$ cat src/rtl/uart_rx_fifo.sv
// UART receiver with runtime baud divisor, 5-8 data bits, optional parity,
// first-word fall-through receive FIFO and sticky error flags.
module uart_rx_fifo #(
   parameter int DIV_WIDTH  = 16,
   parameter int DEPTH_LOG2 = 4
) (
   input  logic                 clk,
   input  logic                 reset,
   input  logic [DIV_WIDTH-1:0] baud_div,
   input  logic [1:0]           data_bits,
   input  logic [1:0]           parity_mode,
   input  logic                 serial_in,
   input  logic                 buffer_read,
   input  logic                 error_clear,
   output logic [7:0]           data_out,
   output logic                 buffer_data_present,
   output logic                 buffer_half_full,
   output logic                 buffer_full,
   output logic [DEPTH_LOG2:0]  buffer_level,
   output logic                 frame_error,
   output logic                 parity_error,
   output logic                 overrun
);

   localparam int DEPTH = 1 << DEPTH_LOG2;
   localparam logic [DEPTH_LOG2:0] LVL_FULL = (DEPTH_LOG2+1)'(DEPTH);
   localparam logic [DEPTH_LOG2:0] LVL_HALF = (DEPTH_LOG2+1)'(DEPTH / 2);

   typedef enum logic [2:0] {
      S_IDLE, S_START, S_DATA, S_PARITY, S_STOP, S_BREAK
   } state_t;

   state_t                state, state_nx;
   logic [DIV_WIDTH-1:0]  tick_cnt, tick_lim;
   logic                  tick;
   logic [1:0]            sync;
   logic                  rx;
   logic [3:0]            os;
   logic [2:0]            bit_idx, last_idx;
   logic [7:0]            shreg;
   logic [1:0]            db_q, pm_q;
   logic                  par_q, par_en, par_exp, par_bad;
   logic                  stop_dec, wr_req, fe_set, pe_set, ovr_set;
   logic                  do_wr, do_rd;
   logic [7:0]            mem [DEPTH];
   logic [DEPTH_LOG2-1:0] wr_ptr, rd_ptr;
   logic [DEPTH_LOG2:0]   level;

   assign tick_lim = (baud_div == '0) ? '0 : baud_div - 1'b1;
   assign tick     = tick_cnt >= tick_lim;

   always_ff @(posedge clk or posedge reset) begin
      if (reset) tick_cnt <= '0;
      else       tick_cnt <= tick ? '0 : tick_cnt + 1'b1;
   end

   always_ff @(posedge clk or posedge reset) begin
      if (reset) sync <= 2'b11;
      else       sync <= {sync[0], serial_in};
   end

   assign rx       = sync[1];
   assign last_idx = 3'd4 + {1'b0, db_q};
   assign par_en   = pm_q[0] ^ pm_q[1];

   always_ff @(posedge clk or posedge reset) begin
      if (reset) state <= S_IDLE;
      else       state <= state_nx;
   end

   always_comb begin
      state_nx = state;
      if (tick) begin
         unique case (state)
            S_IDLE:   if (!rx) state_nx = S_START;
            S_START:  if (os == 4'd7) state_nx = rx ? S_IDLE : S_DATA;
            S_DATA:   if (os == 4'hF && bit_idx == last_idx)
                         state_nx = par_en ? S_PARITY : S_STOP;
            S_PARITY: if (os == 4'hF) state_nx = S_STOP;
            S_STOP:   if (os == 4'hF) state_nx = rx ? S_IDLE : S_BREAK;
            S_BREAK:  if (rx) state_nx = S_IDLE;
            default:  state_nx = S_IDLE;
         endcase
      end
   end

   // shreg upper bits stay zero, so XOR over all 8 bits is the data parity
   always_comb begin
      stop_dec = (state == S_STOP) && tick && (os == 4'hF);
      par_exp  = (^shreg) ^ pm_q[1];
      par_bad  = par_en && (par_q != par_exp);
      fe_set   = stop_dec && !rx;
      pe_set   = stop_dec && rx && par_bad;
      wr_req   = stop_dec && rx && !par_bad;
   end

   always_ff @(posedge clk or posedge reset) begin
      if (reset) begin
         os      <= '0;
         bit_idx <= '0;
         shreg   <= '0;
         db_q    <= '0;
         pm_q    <= '0;
         par_q   <= 1'b0;
      end else if (tick) begin
         if (state == S_IDLE || (state == S_START && os == 4'd7))
            os <= '0;
         else
            os <= os + 1'b1;
         if (state == S_IDLE) begin
            bit_idx <= '0;
            shreg   <= '0;
            if (!rx) begin
               db_q <= data_bits;
               pm_q <= parity_mode;
            end
         end
         if (state == S_DATA && os == 4'hF) begin
            shreg[bit_idx] <= rx;
            bit_idx        <= bit_idx + 1'b1;
         end
         if (state == S_PARITY && os == 4'hF)
            par_q <= rx;
      end
   end

   // a read on the decision cycle frees the slot for the incoming byte
   assign do_rd   = buffer_read && (level != '0);
   assign do_wr   = wr_req && (level != LVL_FULL || buffer_read);
   assign ovr_set = wr_req && (level == LVL_FULL) && !buffer_read;

   always_ff @(posedge clk) begin
      if (do_wr) mem[wr_ptr] <= shreg;
   end

   always_ff @(posedge clk or posedge reset) begin
      if (reset) begin
         wr_ptr <= '0;
         rd_ptr <= '0;
         level  <= '0;
      end else begin
         if (do_wr) wr_ptr <= wr_ptr + 1'b1;
         if (do_rd) rd_ptr <= rd_ptr + 1'b1;
         case ({do_wr, do_rd})
            2'b10:   level <= level + 1'b1;
            2'b01:   level <= level - 1'b1;
            default: level <= level;
         endcase
      end
   end

   always_ff @(posedge clk or posedge reset) begin
      if (reset) begin
         frame_error  <= 1'b0;
         parity_error <= 1'b0;
         overrun      <= 1'b0;
      end else begin
         frame_error  <= fe_set  | (frame_error  & ~error_clear);
         parity_error <= pe_set  | (parity_error & ~error_clear);
         overrun      <= ovr_set | (overrun      & ~error_clear);
      end
   end

   assign buffer_level        = level;
   assign buffer_data_present = level != '0;
   assign buffer_half_full    = level >= LVL_HALF;
   assign buffer_full         = level == LVL_FULL;
   assign data_out            = buffer_data_present ? mem[rd_ptr] : 8'h00;

endmodule

$ cat config.mk
export PLATFORM = sky130hd
export DESIGN_NAME = uart_rx_fifo
export DESIGN_NICKNAME = d
export VERILOG_FILES = /design/src/rtl/uart_rx_fifo.sv
export SDC_FILE = /design/constraint.sdc
export NUM_CORES = 1
export LEC_CHECK = 0
export ABC_AREA = 1
export CORE_MARGIN = 4
export CORE_UTILIZATION = 30
export CTS_CLUSTER_DIAMETER = 200
export DETAILED_ROUTE_END_ITERATION = 8
export PLACE_DENSITY = 0.5
export SKIP_CTS_REPAIR_TIMING = 1
export SKIP_LAST_GASP = 1
export SLEW_MARGIN = 20
export SYNTH_ARGS = -nofsm -noshare
export SYNTH_HDL_FRONTEND = slang
export SYNTH_SLANG_ARGS = --single-unit
$ cat constraint.sdc
create_clock -name clk -period 4.45 [get_ports clk]
set_input_delay 1.335 -clock clk [delete_from_list [all_inputs] [get_ports clk]]
set_output_delay 1.335 -clock clk [all_outputs]
set_load 0.01 [all_outputs]
==> metrics.yaml, run 1 <==
layout:
  final_nets: 1073
  fillers: 2926
  stdcell_area_sq_mm: 0.0112
  multi_input_area_sq_mm: 0.00357
  final_common_cell: "nor2_1"
  layoutNonFillerInstCount: 1421
  antenna_cells: 0
  final_cell_mix: "nor2_1, nand2_1, edfxtp_1"
  seq_area_sq_mm: 0.00527
  drive_above_1_share: 0.163
  area_growth_pct: 22.3
placement:
  dp.cells: 1385
  placed_area_sq_mm: 0.0104
  hpwl_mm: 15.3
  gp_congestion: 0.787
  port_buffers: 43
synth:
  avgSynthCellArea_sq_um: 10.0
  ys_ff_latch: 185
  seq_area_frac_synth: 0.575
  yosys_warnings: 0
  syn-cell-area_sq_mm: 0.00917
  synth_top_area_share: 0.419
  syn_nets: 972
  synth.largest_area_cell: "edfxtp_1"
  synth_area_leaders: "edfxtp_1, dfrtp_1, nor2_1"
  netlist_instances: 917
  synth.distinct_cells: 47
critical_path:
  start_kind: "input port"
  worstSetupEndpointType: "flop"
  cp.required_ns: 4.80
  critPathKind: "input port to flop"
  cp.arrival_ns: 4.69
  worstPathMaxFanout: 3
floorplanning:
  fp.coreArea_sq_mm: 0.0299
  core.rowCount: 63
  die_h_microns: 183
  die-area_sq_mm: 0.0334
  num_io_pins: 44
  fp.dieW_microns: 183
  initial_utilization: 0.307
sta:
  fmax_mhz: 231
  whs_ns: 0.360
  setup_tns_ns: 0
  grt_setup_unrepaired: "true"
  setup-violations-final: 0
  final.period_utilization: 0.975
  layout_min_cycle_time_ns: 4.34
  worst_slew_pin_slew_ns: 0.834
  relSlewSlack: 0.444
  hold_viol: 0
  drv_slew: 0
  fin_worst_skew_ns: 0.0168
route:
  drt_iter0_drc: 399
  drc: 0
  totalWireLength_mm: 22.8
  vias: 6870
  wl_per_cell_microns: 16.0
  viasPerCell: 4.83
  first_pass_iters: 7
  final_antenna_net_count: 0
global_route:
  grt_pass1_vias: 6600
  antenna_found_initial: 0
  overflow: 0
  grt_pass1_wl_mm: 35.7
  grt_max_degree: 46
  grt_util_all_layers: 0.136
clock_network:
  numCtsBuffers: 17
  clock_sinks: 185
  tritoncts: "done"
  cts_buffer_depth: 2
  htreeDepth: 4
  cts-root-buf: "clkbuf_16"
  insertion_delay_ns: 0.44
  clk_pin_slew_worst_paths_ns: 0.07
pwr:
  vdd_drop_max_uv: 269
  leakage_nw: 4.67
  power_density_mw_per_mm2: 531
hold_path:
  hold_class: "flop to flop"
run_status:
  outcome: "completed"
flow_run:
  maxCapViolCount: 0
-- cell usage after synthesis (all sizes together) --
master	count
xor2	21
edfxtp	128
or2	4
nand3	48
buf	16
o2111ai	1
o31ai	1
ha	30
nor2	156
o311ai	2
clkinv	3
nand4	17
a21o	1
inv	76
xnor2	9
a21boi	1
nor3	14
clkbuf	15
a21oi	26
a221oi	1
o21bai	1
nand3b	1
nand2	139
o221ai	20
o22ai	17
nor3b	2
a31oi	2
nor4	4
dfstp	2
o21ai	103
dfrtp	55
a41oi	1
-- flip-flops by register name (all words and copies together), names as in the netlist, 2 cells and up --
| signal | count |
|---|---|
| pm_q | 2 |
| wr_ptr | 4 |
| os | 4 |
| tick_cnt | 16 |
| mem | 128 |
| state | 3 |
| bit_idx | 3 |
| sync | 2 |
| rd_ptr | 4 |
| buffer_level | 5 |
| db_q | 2 |
| shreg | 8 |
-- routing by layer --
layer,GRT usage,vias up,share of wire
li1,-,3391,-
met1,0.184,3332,0.46
met2,0.227,120,0.49
met3,0.0230,27,0.034
met4,0.0387,0,0.016
met5,0,-,0
-- cells by family after synthesis --
family          count (synthesis)  synth area share
compound gates                177             0.113
xor+xnor                       30            0.0287
fa+ha+maj                      30            0.0409
buf+inv                       110            0.0506
flops                         185             0.575
simple gates                  385             0.192
-- path summary, 6_finish.rpt --
check / startpoint / to / slack [ns] / cells after the start
max in group asynchronous: reset / rd_ptr[0] / 2.41 / 3
min: sync[0] / sync[1] / 0.36 / 0
max: baud_div[13] / buffer_level[4] / 0.11 / 27
max reg2reg: shreg[2] / buffer_level[4] / 1.37 / 22
min in group asynchronous: reset / parity_error / 1.35 / 2
min reg2reg: sync[0] / sync[1] / 0.36 / 0
-- critical path: stages --
cell and delay (ns):
clkdlybuf4s50_1 0.43, nor2_1 0.12, inv_2 0.08, nor4_2 0.23, buf_4 0.16, nand2_1 0.04, nand2_1 0.06, nand3_1 0.07
ha_1 0.30, nand4_1 0.11, nor2_1 0.11, nand2_1 0.07, inv_2 0.06, nand2_4 0.06, a21oi_4 0.19, nand3_4 0.10
ha_4 0.18, xor2_2 0.15, ha_2 0.17, inv_1 0.04, nand2_1 0.05, nand2_1 0.06, nand2_1 0.06, a21oi_2 0.14
xor2_1 0.17, nand2_1 0.07, o21ai_1 0.06
-- report_power, final --
group	switching (mW)	internal, mW
logic	1.37	0.873
clock network	0.731	0.750
registers	0.225	2.01
-- through the flow --
step | setup WS [ns] | total power, mW | utilization
floorplan | 0.0319 | 3.63 | -
global placement | -0.581 | 4.48 | 0.350
detailed placement | -0.635 | 4.50 | 0.350
CTS | -0.187 | 5.98 | 0.369
global route | -0.0839 | 6.33 | 0.375
finish | 0.112 | 5.96 | 0.375
-- area by class of cell --
type	instances	area share
Sequential cell	185	0.470
Multi-Input combinational cell	622	0.318
Timing Repair Buffer	113	0.0897
Tap cell	390	0.0435
Clock buffer	17	0.0379
Inverter	79	0.0266
Clock inverter	15	0.0139
(Power assumes the default switching activity.)
==> inputs of run 2 (changes only) <==
CELL_PAD_IN_SITES_DETAIL_PLACEMENT = 1   (was unset)
CELL_PAD_IN_SITES_GLOBAL_PLACEMENT = 2   (was unset)
CORE_UTILIZATION = 43   (was 30)
PLACE_DENSITY = 0.91   (was 0.5)
==> run 2 against run 1 <==
  * Via count grew 4.3%
  * Critical path type is now flop to output port
  * Clock power is 3% higher
  * Largest power group is now sequential cells
  * Wire length is 10% higher
  * Clock-buffer cell count is the same
  * Clock skew decreased by 0.0045 ns
  * Cell area decreased by 0.31%
  * Critical path depth fell by 18
  * Combinational power is essentially flat
  * Non-clock buffer count grew 6
  * Cell count is 7.7% lower
==> metrics.yaml, run 2 (synthesis results as in run 1) <==
floorplanning:
  die-area_sq_mm: 0.0237  # -29%
  core.rowCount: 53  # -16%
  die_h_microns: 154  # -16%
  num_io_pins: 44  # unchanged
  fp.coreArea_sq_mm: 0.0210  # -30%
  initial_utilization: 0.436  # +0.129
  fp.dieW_microns: 154  # -16%
sta:
  setup_tns_ns: 0  # unchanged
  relSlewSlack: 0.403  # -0.0416
  setup-violations-final: 0  # unchanged
  whs_ns: 0.364  # +0.00344 ns
  fin_worst_skew_ns: 0.0122  # -0.00454 ns
  grt_setup_unrepaired: "true"
  drv_slew: 0  # unchanged
  worst_slew_pin_slew_ns: 0.895  # +0.0613 ns
  final.period_utilization: 0.989  # +0.0139
  fmax_mhz: 227  # -1.4%
  hold_viol: 0  # unchanged
  layout_min_cycle_time_ns: 4.40  # +0.0620 ns
  setup_slack_ns: 0.0501  # -0.0620 ns
placement:
  post-place-ws_ns: -0.760  # -0.125 ns
  dp.cells: 1276  # -7.9%
  hpwl_mm: 17.0  # +11%
  port_buffers: 43  # unchanged
  gp_congestion: 0.791  # +0.43%
layout:
  area_growth_pct: 21.9
  largest_register_ff_count: 128  # unchanged
  multi_input_area_sq_mm: 0.00362  # +1.5%
  biggestRegsByFlops: "mem: 128 flops, tick_cnt: 16 flops, shreg: 8 flops"
  antenna_cells: 0  # unchanged
  max_flop_register: "mem"
  final_nets: 1079  # +0.56%
  final_common_cell: "nor2_1"
  layoutNonFillerInstCount: 1312  # -7.7%
  utilization: 0.532  # +0.156
  drive_above_1_share: 0.180  # +0.0174
  final_cell_mix: "nor2_1, edfxtp_1, nand2_1"
  seq_area_sq_mm: 0.00527  # unchanged
  fillers: 2373  # -19%
clock_network:
  cts-root-buf: "clkbuf_16"
  insertion_delay_ns: 0.44  # about the same
  htreeDepth: 4  # unchanged
  numCtsBuffers: 17  # unchanged
  clk_pin_slew_worst_paths_ns: 0.08  # about the same
  cts_buffer_depth: 2  # unchanged
  clock_sinks: 185  # unchanged
  tritoncts: "done"
route:
  vias: 7162  # +4.3%
  top_layer_used: "met4"
  dr_wl_met2_mm: 13.2  # +17%
  viasPerCell: 5.46  # +13%
  first_pass_iters: 4  # -3
  dr_wl_met3_mm: 1.02  # +30%
  drt_iter0_drc: 442  # +11%
  wl_per_cell_microns: 19.1  # +19%
  wl_met1_mm: 10.4  # +0.45%
  final_antenna_net_count: 0  # unchanged
  totalWireLength_mm: 25.0  # +10%
  drc: 0  # unchanged
critical_path:
  cpMostUsedCell: "nor2_1"
  r2r_slack_ns: 1.40  # +0.03 ns
  critPathKind: "flop to output port"
  max_stage_delay_ns: 0.60  # +0.17 ns
  worstSetupEndpointType: "output port"
  ff2ff_path_depth: 19  # -14%
  cp.arrival_ns: 3.06  # -1.63 ns
  critPathSlowestCell: "clkdlybuf4s50_1"
  r2r_end: "buffer_level[4]"
  worstPathMaxFanout: 25  # +22
  cp.required_ns: 3.12  # -1.68 ns
  crit_chain: "inv_1 > buf_4 > o21ai_0 > o22ai_1 > nor2_1 > nor2_1 > o21ai_1 > a21oi_1 > clkdlybuf4s50_1"
  start_kind: "flop"
  reg2reg_from: "shreg[7]"
hold_path:
  min_from: "sync[0]"
  hold_path_end: "sync[1]"
  holdPathStages: 0  # unchanged
  hold_class: "flop to flop"
flow_run:
  maxCapViolCount: 0  # unchanged
pwr:
  power_density_mw_per_mm2: 541  # +1.8%
  leakage_nw: 4.72  # +1.1%
  vdd_drop_max_uv: 279  # +3.6%
global_route:
  grt_util_all_layers: 0.211  # +0.0750
  grt_pass1_vias: 7502  # +14%
  overflow: 0  # unchanged
  grt_pass1_wl_mm: 39.7  # +11%
  grt_max_degree: 47  # +2.2%
  antenna_found_initial: 0  # unchanged
run_status:
  outcome: "completed"
run 2: cell count changes in the layout (fill, tap and decap cells not counted), sizes merged:
cell	before	now
buf	71	77
bufinv	0	1
clkinv	12	8
clkinvlp	0	2
inv	82	83
run 2: power by group:
part | internal [mW] | switching (mW)
combinational | 0.877 | 1.38
sequential | 2.01 | 0.253
clock | 0.805 | 0.722
run 2: cell type report:
cell class	instances	area share
clock buffers	17	0.0380
flip-flops and latches	185	0.472
clock inverters	15	0.0159
inverters	79	0.0269
repair buffers	119	0.0929
well taps	275	0.0308
multi-input cells	622	0.324
run 2: worst max-delay path by stage:
stage,cells past startpoint,slack (ns),startpoint,endpoint
detailed placement,27,-0.76,baud_div[5],buffer_level[4]
global route,27,-0.24,baud_div[2],buffer_level[4]
finish,9,0.05,rd_ptr[1],data_out[0]
floorplan,26,0.03,baud_div[1],buffer_level[4]
CTS,27,-0.31,baud_div[5],buffer_level[4]
global placement,27,-0.52,baud_div[1],buffer_level[4]
run 2: worst max-delay path: cells and delay by family (launching register included):
kind            cells  cell delay (ns)
flops               1             0.58
compound gates      4             0.72
buf+inv             3             1.10
simple gates        2             0.21
run 2: metal layers:
| layer | GRT usage | up-vias |
|---|---|---|
| li1 | - | 3398 |
| met1 | 0.263 | 3571 |
| met2 | 0.382 | 157 |
| met3 | 0.0346 | 36 |
| met4 | 0.0547 | 0 |
| met5 | 0 | - |
run 2: through the flow:
stage               power, mW  instance area [sq um]
floorplan                3.63                   9170
global placement         4.41                  10300
detailed placement       4.50                  10300
CTS                      6.04                  10900
global route             6.46                  11200
finish                   6.05                  11200
